### config.mk
export PLATFORM = sky130hd
export DESIGN_NAME = uart_rx
export DESIGN_NICKNAME = d
export VERILOG_FILES = /design/src/rtl/uart_pkg.sv /design/src/rtl/uart_baud_tick.sv /design/src/rtl/uart_rx.sv
export SDC_FILE = /design/constraint.sdc
export NUM_CORES = 1
export LEC_CHECK = 0
export BUFFER_PORTS_ARGS = -buffer_cell sky130_fd_sc_hd__buf_2
export CAP_MARGIN = 20
export CELL_PAD_IN_SITES_DETAIL_PLACEMENT = 0
export CELL_PAD_IN_SITES_GLOBAL_PLACEMENT = 1
export CORE_AREA = 8 8 77 79
export DETAILED_ROUTE_END_ITERATION = 12
export DIE_AREA = 0 0 85 87
export PLACE_DENSITY_LB_ADDON = 0.1
export SLEW_MARGIN = 20
export SYNTH_ARGS = -nofsm -noshare
export SYNTH_HDL_FRONTEND = slang
export SYNTH_HIERARCHICAL = 1
export SYNTH_SLANG_ARGS = --single-unit
export TNS_END_PERCENT = 1
### constraint.sdc
create_clock -name clk -period 5.5 [get_ports clk]
set_input_delay 0.275 -clock clk [delete_from_list [all_inputs] [get_ports clk]]
set_output_delay 0.275 -clock clk [all_outputs]
set_load 0.05 [all_outputs]
### src/rtl/uart_pkg.sv
// Shared UART definitions: receiver state encoding, frame width and the
// oversampling clock divisor used by both uart_rx and uart_tx.
package uart_pkg;

   localparam int DATA_BITS = 8;

   typedef enum logic [2:0] {
      IDLE,
      START,
      DATA,
      STOP,
      WAIT_IDLE
   } uart_state_e;

   // Clocks per oversample tick, truncated (27 for 50 MHz / 115200 / 16).
   function automatic int calc_divisor(input int clk_freq,
                                       input int baud_rate,
                                       input int oversample);
      return clk_freq / (baud_rate * oversample);
   endfunction

endpackage

### src/rtl/uart_baud_tick.sv
// Free-running divider producing a one-clock tick every DIVISOR clocks;
// a synchronous restart realigns the phase to the caller's event.
module uart_baud_tick #(
   parameter int DIVISOR = 27
) (
   input  logic clk,
   input  logic reset,
   input  logic restart,
   output logic tick
);

   localparam int CW = (DIVISOR > 1) ? $clog2(DIVISOR) : 1;
   localparam logic [CW-1:0] CNT_LAST = CW'(DIVISOR - 1);

   logic [CW-1:0] cnt;

   always_ff @(posedge clk or negedge reset) begin
      if (!reset) begin
         cnt <= '0;
      end else if (restart || (cnt == CNT_LAST)) begin
         cnt <= '0;
      end else begin
         cnt <= cnt + 1'b1;
      end
   end

   assign tick = !restart && (cnt == CNT_LAST);

endmodule

### src/rtl/uart_rx.sv
// 8N1 UART receiver with 16x oversampling, start-glitch rejection,
// three-sample majority vote per bit and stop-bit framing check.
module uart_rx
   import uart_pkg::*;
#(
   parameter int CLK_FREQ   = 50_000_000,
   parameter int BAUD_RATE  = 115200,
   parameter int OVERSAMPLE = 16
) (
   input  logic                 clk,
   input  logic                 reset,
   input  logic                 rx,
   output logic [DATA_BITS-1:0] data_out,
   output logic                 data_valid,
   output logic                 frame_error,
   output logic                 rx_busy
);

   localparam int DIVISOR = calc_divisor(CLK_FREQ, BAUD_RATE, OVERSAMPLE);
   localparam int SW      = $clog2(OVERSAMPLE);
   localparam int BW      = $clog2(DATA_BITS);

   // The sample counter is restarted at the start-bit centre, so each later
   // bit centre falls on its last count; the vote uses the two ticks before it.
   localparam logic [SW-1:0] S_MID   = SW'(OVERSAMPLE / 2 - 1);
   localparam logic [SW-1:0] S_EARLY = SW'(OVERSAMPLE - 3);
   localparam logic [SW-1:0] S_LATE  = SW'(OVERSAMPLE - 2);
   localparam logic [SW-1:0] S_LAST  = SW'(OVERSAMPLE - 1);
   localparam logic [BW-1:0] B_LAST  = BW'(DATA_BITS - 1);

   logic                 rx_meta;
   logic                 rx_sync;
   logic                 tick;
   logic                 restart;
   logic                 vote;

   uart_state_e          state;
   uart_state_e          state_next;
   logic [SW-1:0]        s_cnt;
   logic [SW-1:0]        s_cnt_next;
   logic [BW-1:0]        bit_idx;
   logic [BW-1:0]        bit_idx_next;
   logic [DATA_BITS-1:0] shift_reg;
   logic [DATA_BITS-1:0] shift_next;
   logic [1:0]           samp;
   logic [1:0]           samp_next;
   logic                 valid_next;
   logic                 ferr_next;

   // Synchronizer flops reset to the idle line level.
   always_ff @(posedge clk or negedge reset) begin
      if (!reset) begin
         rx_meta <= 1'b1;
         rx_sync <= 1'b1;
      end else begin
         rx_meta <= rx;
         rx_sync <= rx_meta;
      end
   end

   uart_baud_tick #(
      .DIVISOR (DIVISOR)
   ) u_baud_tick (
      .clk     (clk),
      .reset   (reset),
      .restart (restart),
      .tick    (tick)
   );

   assign vote = (samp[0] & samp[1]) | (samp[0] & rx_sync) | (samp[1] & rx_sync);

   always_comb begin
      state_next   = state;
      s_cnt_next   = s_cnt;
      bit_idx_next = bit_idx;
      shift_next   = shift_reg;
      samp_next    = samp;
      restart      = 1'b0;
      valid_next   = 1'b0;
      ferr_next    = 1'b0;

      if (((state == DATA) || (state == STOP)) && tick) begin
         if (s_cnt == S_EARLY) samp_next[0] = rx_sync;
         if (s_cnt == S_LATE)  samp_next[1] = rx_sync;
      end

      case (state)
         IDLE: begin
            // Holding the divider in restart aligns tick phase to the edge.
            restart = 1'b1;
            if (!rx_sync) begin
               state_next   = START;
               s_cnt_next   = '0;
               bit_idx_next = '0;
            end
         end
         START: begin
            if (tick) begin
               if (s_cnt == S_MID) begin
                  s_cnt_next   = '0;
                  bit_idx_next = '0;
                  state_next   = rx_sync ? IDLE : DATA;
               end else begin
                  s_cnt_next = s_cnt + 1'b1;
               end
            end
         end
         DATA: begin
            if (tick) begin
               if (s_cnt == S_LAST) begin
                  shift_next = {vote, shift_reg[DATA_BITS-1:1]};
                  s_cnt_next = '0;
                  if (bit_idx == B_LAST) begin
                     state_next = STOP;
                  end else begin
                     bit_idx_next = bit_idx + 1'b1;
                  end
               end else begin
                  s_cnt_next = s_cnt + 1'b1;
               end
            end
         end
         STOP: begin
            if (tick) begin
               if (s_cnt == S_LAST) begin
                  s_cnt_next = '0;
                  if (vote) begin
                     valid_next = 1'b1;
                     state_next = IDLE;
                  end else begin
                     ferr_next  = 1'b1;
                     state_next = WAIT_IDLE;
                  end
               end else begin
                  s_cnt_next = s_cnt + 1'b1;
               end
            end
         end
         WAIT_IDLE: begin
            // A break or stuck-low line must release before a new frame.
            if (rx_sync) state_next = IDLE;
         end
         default: state_next = IDLE;
      endcase
   end

   always_ff @(posedge clk or negedge reset) begin
      if (!reset) begin
         state     <= IDLE;
         s_cnt     <= '0;
         bit_idx   <= '0;
         shift_reg <= '0;
         samp      <= '0;
      end else begin
         state     <= state_next;
         s_cnt     <= s_cnt_next;
         bit_idx   <= bit_idx_next;
         shift_reg <= shift_next;
         samp      <= samp_next;
      end
   end

   always_ff @(posedge clk or negedge reset) begin
      if (!reset) begin
         data_out    <= '0;
         data_valid  <= 1'b0;
         frame_error <= 1'b0;
      end else begin
         if (valid_next) data_out <= shift_reg;
         data_valid  <= valid_next;
         frame_error <= ferr_next;
      end
   end

   assign rx_busy = (state != IDLE);

endmodule

# [Yosys cells after proc, flatten, opt, wreduce, memory -nomap -nowiden]
# Index checks and enable logic that the tools add are counted.
[op_classes] add_sub_neg=3 multipliers=0 n_div=0 magnitude_cmp=0 n_eq_ne=21 shifts=0 mux=35 n_bitwise=5 n_reduce_logical=16
[ops] op="two-way mux 3 bit" n=16
[ops] op="two-way mux 4 bit" n=5
[ops] op="one-hot mux 3 bit (5 select lines)" n=1
[ops] op="inequality test 2 bit, second input constant" n=7
[ops] op="equality test 4 bit, second input constant" n=3
[ops] op="one-hot mux 4 bit (3 select lines)" n=1
[ops] op="two-way mux 1 bit" n=9
[ops] op="one-hot mux 3 bit (3 select lines)" n=1
[ops] op="AND reduction 9 bit" n=1
[ops] op="nonzero test 3 bit" n=3
[ops] op="inequality test 2 x 1 -> 1 bit, second input constant" n=4
[ops] op="AND reduction 7 bit" n=1
[ops] op="equality test 3 x 2 -> 1 bit, second input constant" n=2
[ops] op="equality test 3 bit, second input constant" n=2
[ops] op="adder 5 x 1 -> 5 bit, second input constant" n=1
[ops] op="equality test 5 bit, second input constant" n=1
[ops] op="two-way mux 5 bit" n=1
[ops] op="adder 4 x 1 -> 4 bit, second input constant" n=1
[ops] op="equality test 4 x 3 -> 1 bit, second input constant" n=1
[ops] op="AND reduction 2 bit" n=2
[ops] op="AND reduction 4 bit" n=1
[ops] op="adder 3 x 1 -> 3 bit, second input constant" n=1
[ops] op="AND 1 bit" n=3
[ops] op="equality test 3 x 1 -> 1 bit, second input constant" n=1
[ops] op="other kinds (8)" n=11
[word_totals] ff_bits=37 latchBits=0 ram_bits=0 romBits=0 output_inout_bits=11 wordCells=92 n_memories=0

# [Logic depth before layout (Yosys ltp)]
[logic_depth] depth_word=7 mapped_depth=9

# [By module]
# Netlist, hierarchy kept.
[by_module_without_submodules] module="uart_rx" instances=1 cells_each=121 area_per_inst_um2=1535.2 seq_area_each_um2=803.3
[by_module_without_submodules] module="uart_baud_tick" instances=1 cells_each=23 area_per_inst_um2=275.3 seq_area_each_um2=125.1

# [Worst setup path before layout]
# OpenSTA, ideal clock, no wires.
[synth_path] path_kind="register -> register" start="register state[0]" end="register shift_reg[0]" setup_ns=0.125 t_arrival_ns=2.244 required_time_ns=5.375 setup_slack_ns=3.131 path_stages_with_launch=9 n_path_buf=1 period_less_slack_ns=2.369 path_cell_list="dfrtp_1 buf_6 nor2_1 nand2_1 inv_1 nor2b_1 nand2_1 nor4_4 mux2_2"
[synth_via] elab_chain_cells=5 word_cells_on_any_way=6
[synth_lines] element="start, declared" line="uart_rx.sv:37" source="uart_state_e state;"
[synth_lines] element="start signal, assigned" line="uart_rx.sv:155" source="state <= state_next;"
[synth_lines] element="zero test 3 bit" line="uart_rx.sv:87" source="case (state)"
[synth_lines] element="two-way mux 1 bit" line="uart_rx.sv:87"
[synth_lines] element="via restart" line="uart_rx.sv:34" source="logic restart;"
[synth_lines] element="zero test 1 bit" line="uart_baud_tick.sv:27" source="assign tick = !restart && (cnt == CNT_LAST);"
[synth_lines] element="logical AND 1 bit" line="uart_baud_tick.sv:27"
[synth_lines] element="via tick" line="uart_rx.sv:33" source="logic tick;"
[synth_lines] element="AND reduction 3 bit (no line)"
[synth_lines] element="end signal, assigned" line="uart_rx.sv:158" source="shift_reg <= shift_next;"
[synth_lines] element="end, declared" line="uart_rx.sv:43" source="logic [DATA_BITS-1:0] shift_reg;"
# The timed path passes the listed nets, and every way through them passes these cells.
# A chain may end at the register's enable or synchronous reset.

# [Worst setup path in the final report]
[layout_path] start="register u_baud_tick.cnt[0]" end="register shift_reg[1]"
[layout_via] elab_chain_cells=3
[layout_lines] element="start, declared" line="uart_baud_tick.sv:15" source="logic [CW-1:0] cnt;"
[layout_lines] element="start signal, assigned" line="uart_baud_tick.sv:23" source="cnt <= cnt + 1'b1;"
[layout_lines] element="equality test 5 bit" line="uart_baud_tick.sv:27"
[layout_lines] element="logical AND 1 bit" line="uart_baud_tick.sv:27"
[layout_lines] element="via tick" line="uart_rx.sv:33"
[layout_lines] element="AND reduction 3 bit (no line)"
# The timed path passes the listed nets, and every way through them passes these cells.

==> results.sh <==
export IMPL_status="completed"
export IMPL_track_usage_pct=10.16
export IMPL_diodes=0
export IMPL_fin_skew_ps=13.15
export IMPL_core_area_um2=4847
export IMPL_critPathMaxFanout=9
export IMPL_postSynthCellCount=144
export IMPL_slew_violations=0
export IMPL_rrSetupSlack_ps=2930
export IMPL_num_rows=26
export IMPL_avgSynthCellArea_um2=12.57
export IMPL_clkSlewWorstSetupHoldPaths_ps=80
export IMPL_leakage_nw=0.9776
export IMPL_vias=1119
export IMPL_layout_cells_non_filler=215
export IMPL_crit_start="u_baud_tick/cnt[0]"
export IMPL_p_per_area_nw_per_um2=234.3
export IMPL_critical_path_max_stage_delay_ps=520
export IMPL_finish_utilization_pct=40.78
export IMPL_max_freq_ghz=0.3885
export IMPL_hold_viol_final=0
export IMPL_synth_top_area_share_pct=48.38
export IMPL_dp_hpwl_um=2370
export IMPL_syn_nets=154
export IMPL_grt_pass1_vias=1238
export IMPL_drcViolationCount=0
export IMPL_fin_crit_ps=2574
export IMPL_cts_buffer_depth=2
export IMPL_layout_common_cells="dfrtp_1, mux2_2, buf_2, inv_1, nand2_1"
export IMPL_crit_type="flip-flop to flip-flop"
export IMPL_first_pass_iters=4
export IMPL_total_power_mw=0.4632
export IMPL_die_h_um=87
export IMPL_cpMaxStageDelayCell="nor4_4"
export IMPL_ys_types=45
export IMPL_path_cells="inv_1 > ha_1 > and4b_1 > nor2b_1 > nand2_1 > nor4_4 > mux2_2"
export IMPL_wl_per_cell_um=15.33
export IMPL_drive_gt1_share_pct=33.96
export IMPL_drtIter0Drc=64
export IMPL_yosys_top_cells_area="dfrtp_1, mux2_2, ha_1"
export IMPL_antenna_found_initial=0
export IMPL_critPathLaunchType="flip-flop"
export IMPL_antenna_left=0
export IMPL_seq_area_frac_synth_pct=51.28
export IMPL_critPathCaptureType="flip-flop"
export IMPL_setup_viol_count_final=0
export IMPL_cts_tree="done"
export IMPL_clock_sinks=37
export IMPL_cts_root_buf="clkbuf_8"
export IMPL_max_slew_margin_pct=45.37
export IMPL_syn2layout_area_growth_pct=9.192
export IMPL_synth_top_area_cell="dfrtp_1"
export IMPL_grt_pass1_wl_um=5871
export IMPL_vias_per_cell=5.205
export IMPL_nets=168
export IMPL_r2r_start="u_baud_tick/cnt[0]"
export IMPL_arrival_ps=2730
export IMPL_rsz0062_at_grt="no"
export IMPL_die_w_um=85
export IMPL_yosys_warnings=6
export IMPL_hold_class="input port to async pin"
export IMPL_dp_cells=207
export IMPL_synth_area_um2=1810
export IMPL_cp_required_ps=5660
export IMPL_synthFlopType="dfrtp_1"
export IMPL_tightestPinTransition_ps=819.5
export IMPL_path_buf_inv=1
export IMPL_wirelength_um=3296
export IMPL_peakVddDrop_v=0.0001914
export IMPL_grt_max_degree=38
export IMPL_synth_edf_count=0
export IMPL_gr_total_overflow=0
export IMPL_insertion_delay_ps=290
export IMPL_port_buffer_count=13
export IMPL_numCtsBuffers=5
export IMPL_setup_tns_ps=0
export IMPL_cts_setup_buffers=0
export IMPL_cts_resized=0
export IMPL_ys_async_sr_fraction_pct=100.0
export IMPL_gp_congestion=0.7876
export IMPL_period_share_pct=46.80
export IMPL_layout_commonest_cell="dfrtp_1"
export IMPL_cts_max_level=2
export IMPL_cpLargestDelayFamily="simple AND/OR/NAND/NOR gates"
export IMPL_cap_violations=0
export IMPL_ff2ff_path_depth=7
export IMPL_ios=14
export IMPL_dieArea_um2=7395
export IMPL_r2r_end="shift_reg[1]"
export IMPL_postCtsHoldBufs=0
export IMPL_start_util_pct=37.35
export IMPL_ys_ff_latch=37
[cell type report]
cell class	count	area, um^2
Fill cell	471	2870
Sequential cell	37	928.4
Multi-Input combinational cell	92	793.3
Tap cell	56	70.07
Clock buffer	5	68.82
Timing Repair Buffer	13	65.06
Inverter	9	33.78
Clock inverter	3	17.52
[logic make-up after synthesis]
logic type | share of synthesized area (%)
AOI/OAI and AO/OA | 10.44
xor gates and xnor gates | 0.9677
buffers and inverters | 4.906
adders and majority gates | 5.390
and+or+nand+nor | 14.72
muxes | 12.30
DFF | 51.28
[power breakdown]
| part | leakage [nW] | total [mW] | internal, mW | switching [mW] |
|---|---|---|---|---|
| registers | 0.485 | 0.274 | 0.273 | 0.000855 |
| logic | 0.448 | 0.00571 | 0.000529 | 0.00518 |
| clock network | 0.0439 | 0.183 | 0.0874 | 0.0960 |
[how the worst max path moves through the flow]
stage               slack (ps)  cells after the start            to
finish                    2930                      7  shift_reg[1]
floorplan                 3130                      8  shift_reg[0]
detailed placement        2950                      7  shift_reg[5]
global route              2750                      7  shift_reg[5]
CTS                       2930                      7  shift_reg[1]
global placement          3060                      7  shift_reg[2]
[cell usage after synthesis, types with 2 or more instances]
master and instances:
dfrtp_1 35, mux2_2 18, inv_1 9, nand2_1 9
ha_1 7, nor2_1 6, a21oi_1 4, buf_6 4
nor3_1 3, o21ai_0 3, o31ai_1 3, a22o_1 2
and4_2 2, dfstp_2 2, mux2i_1 2, nand2b_1 2
nand3_1 2, nand4_1 2, nor4_2 2, o21bai_1 2
[metrics by stage]
stage	hold WS [ps]	cell area, um^2	setup WS [ps]
after global placement	346.1	1891	3058
after detailed placement	346.8	1891	2947
after global routing	70.48	1977	2746
after floorplan	-20.59	1810	3131
after CTS	82.45	1977	2933
final	78.69	1977	2926
[metal layers]
metal / global-route usage, % / up-vias / routed length [um] / part of all wire, %
li1: - / 546 / - / -
met1: 12.08 / 560 / 1557 / 47
met2: 16.41 / 11 / 1615 / 49
met3: 3.302 / 2 / 101 / 3.1
met4: 4.369 / 0 / 21 / 0.64
met5: 0 / - / 0 / 0
Power figures use the tool's default switching activity.
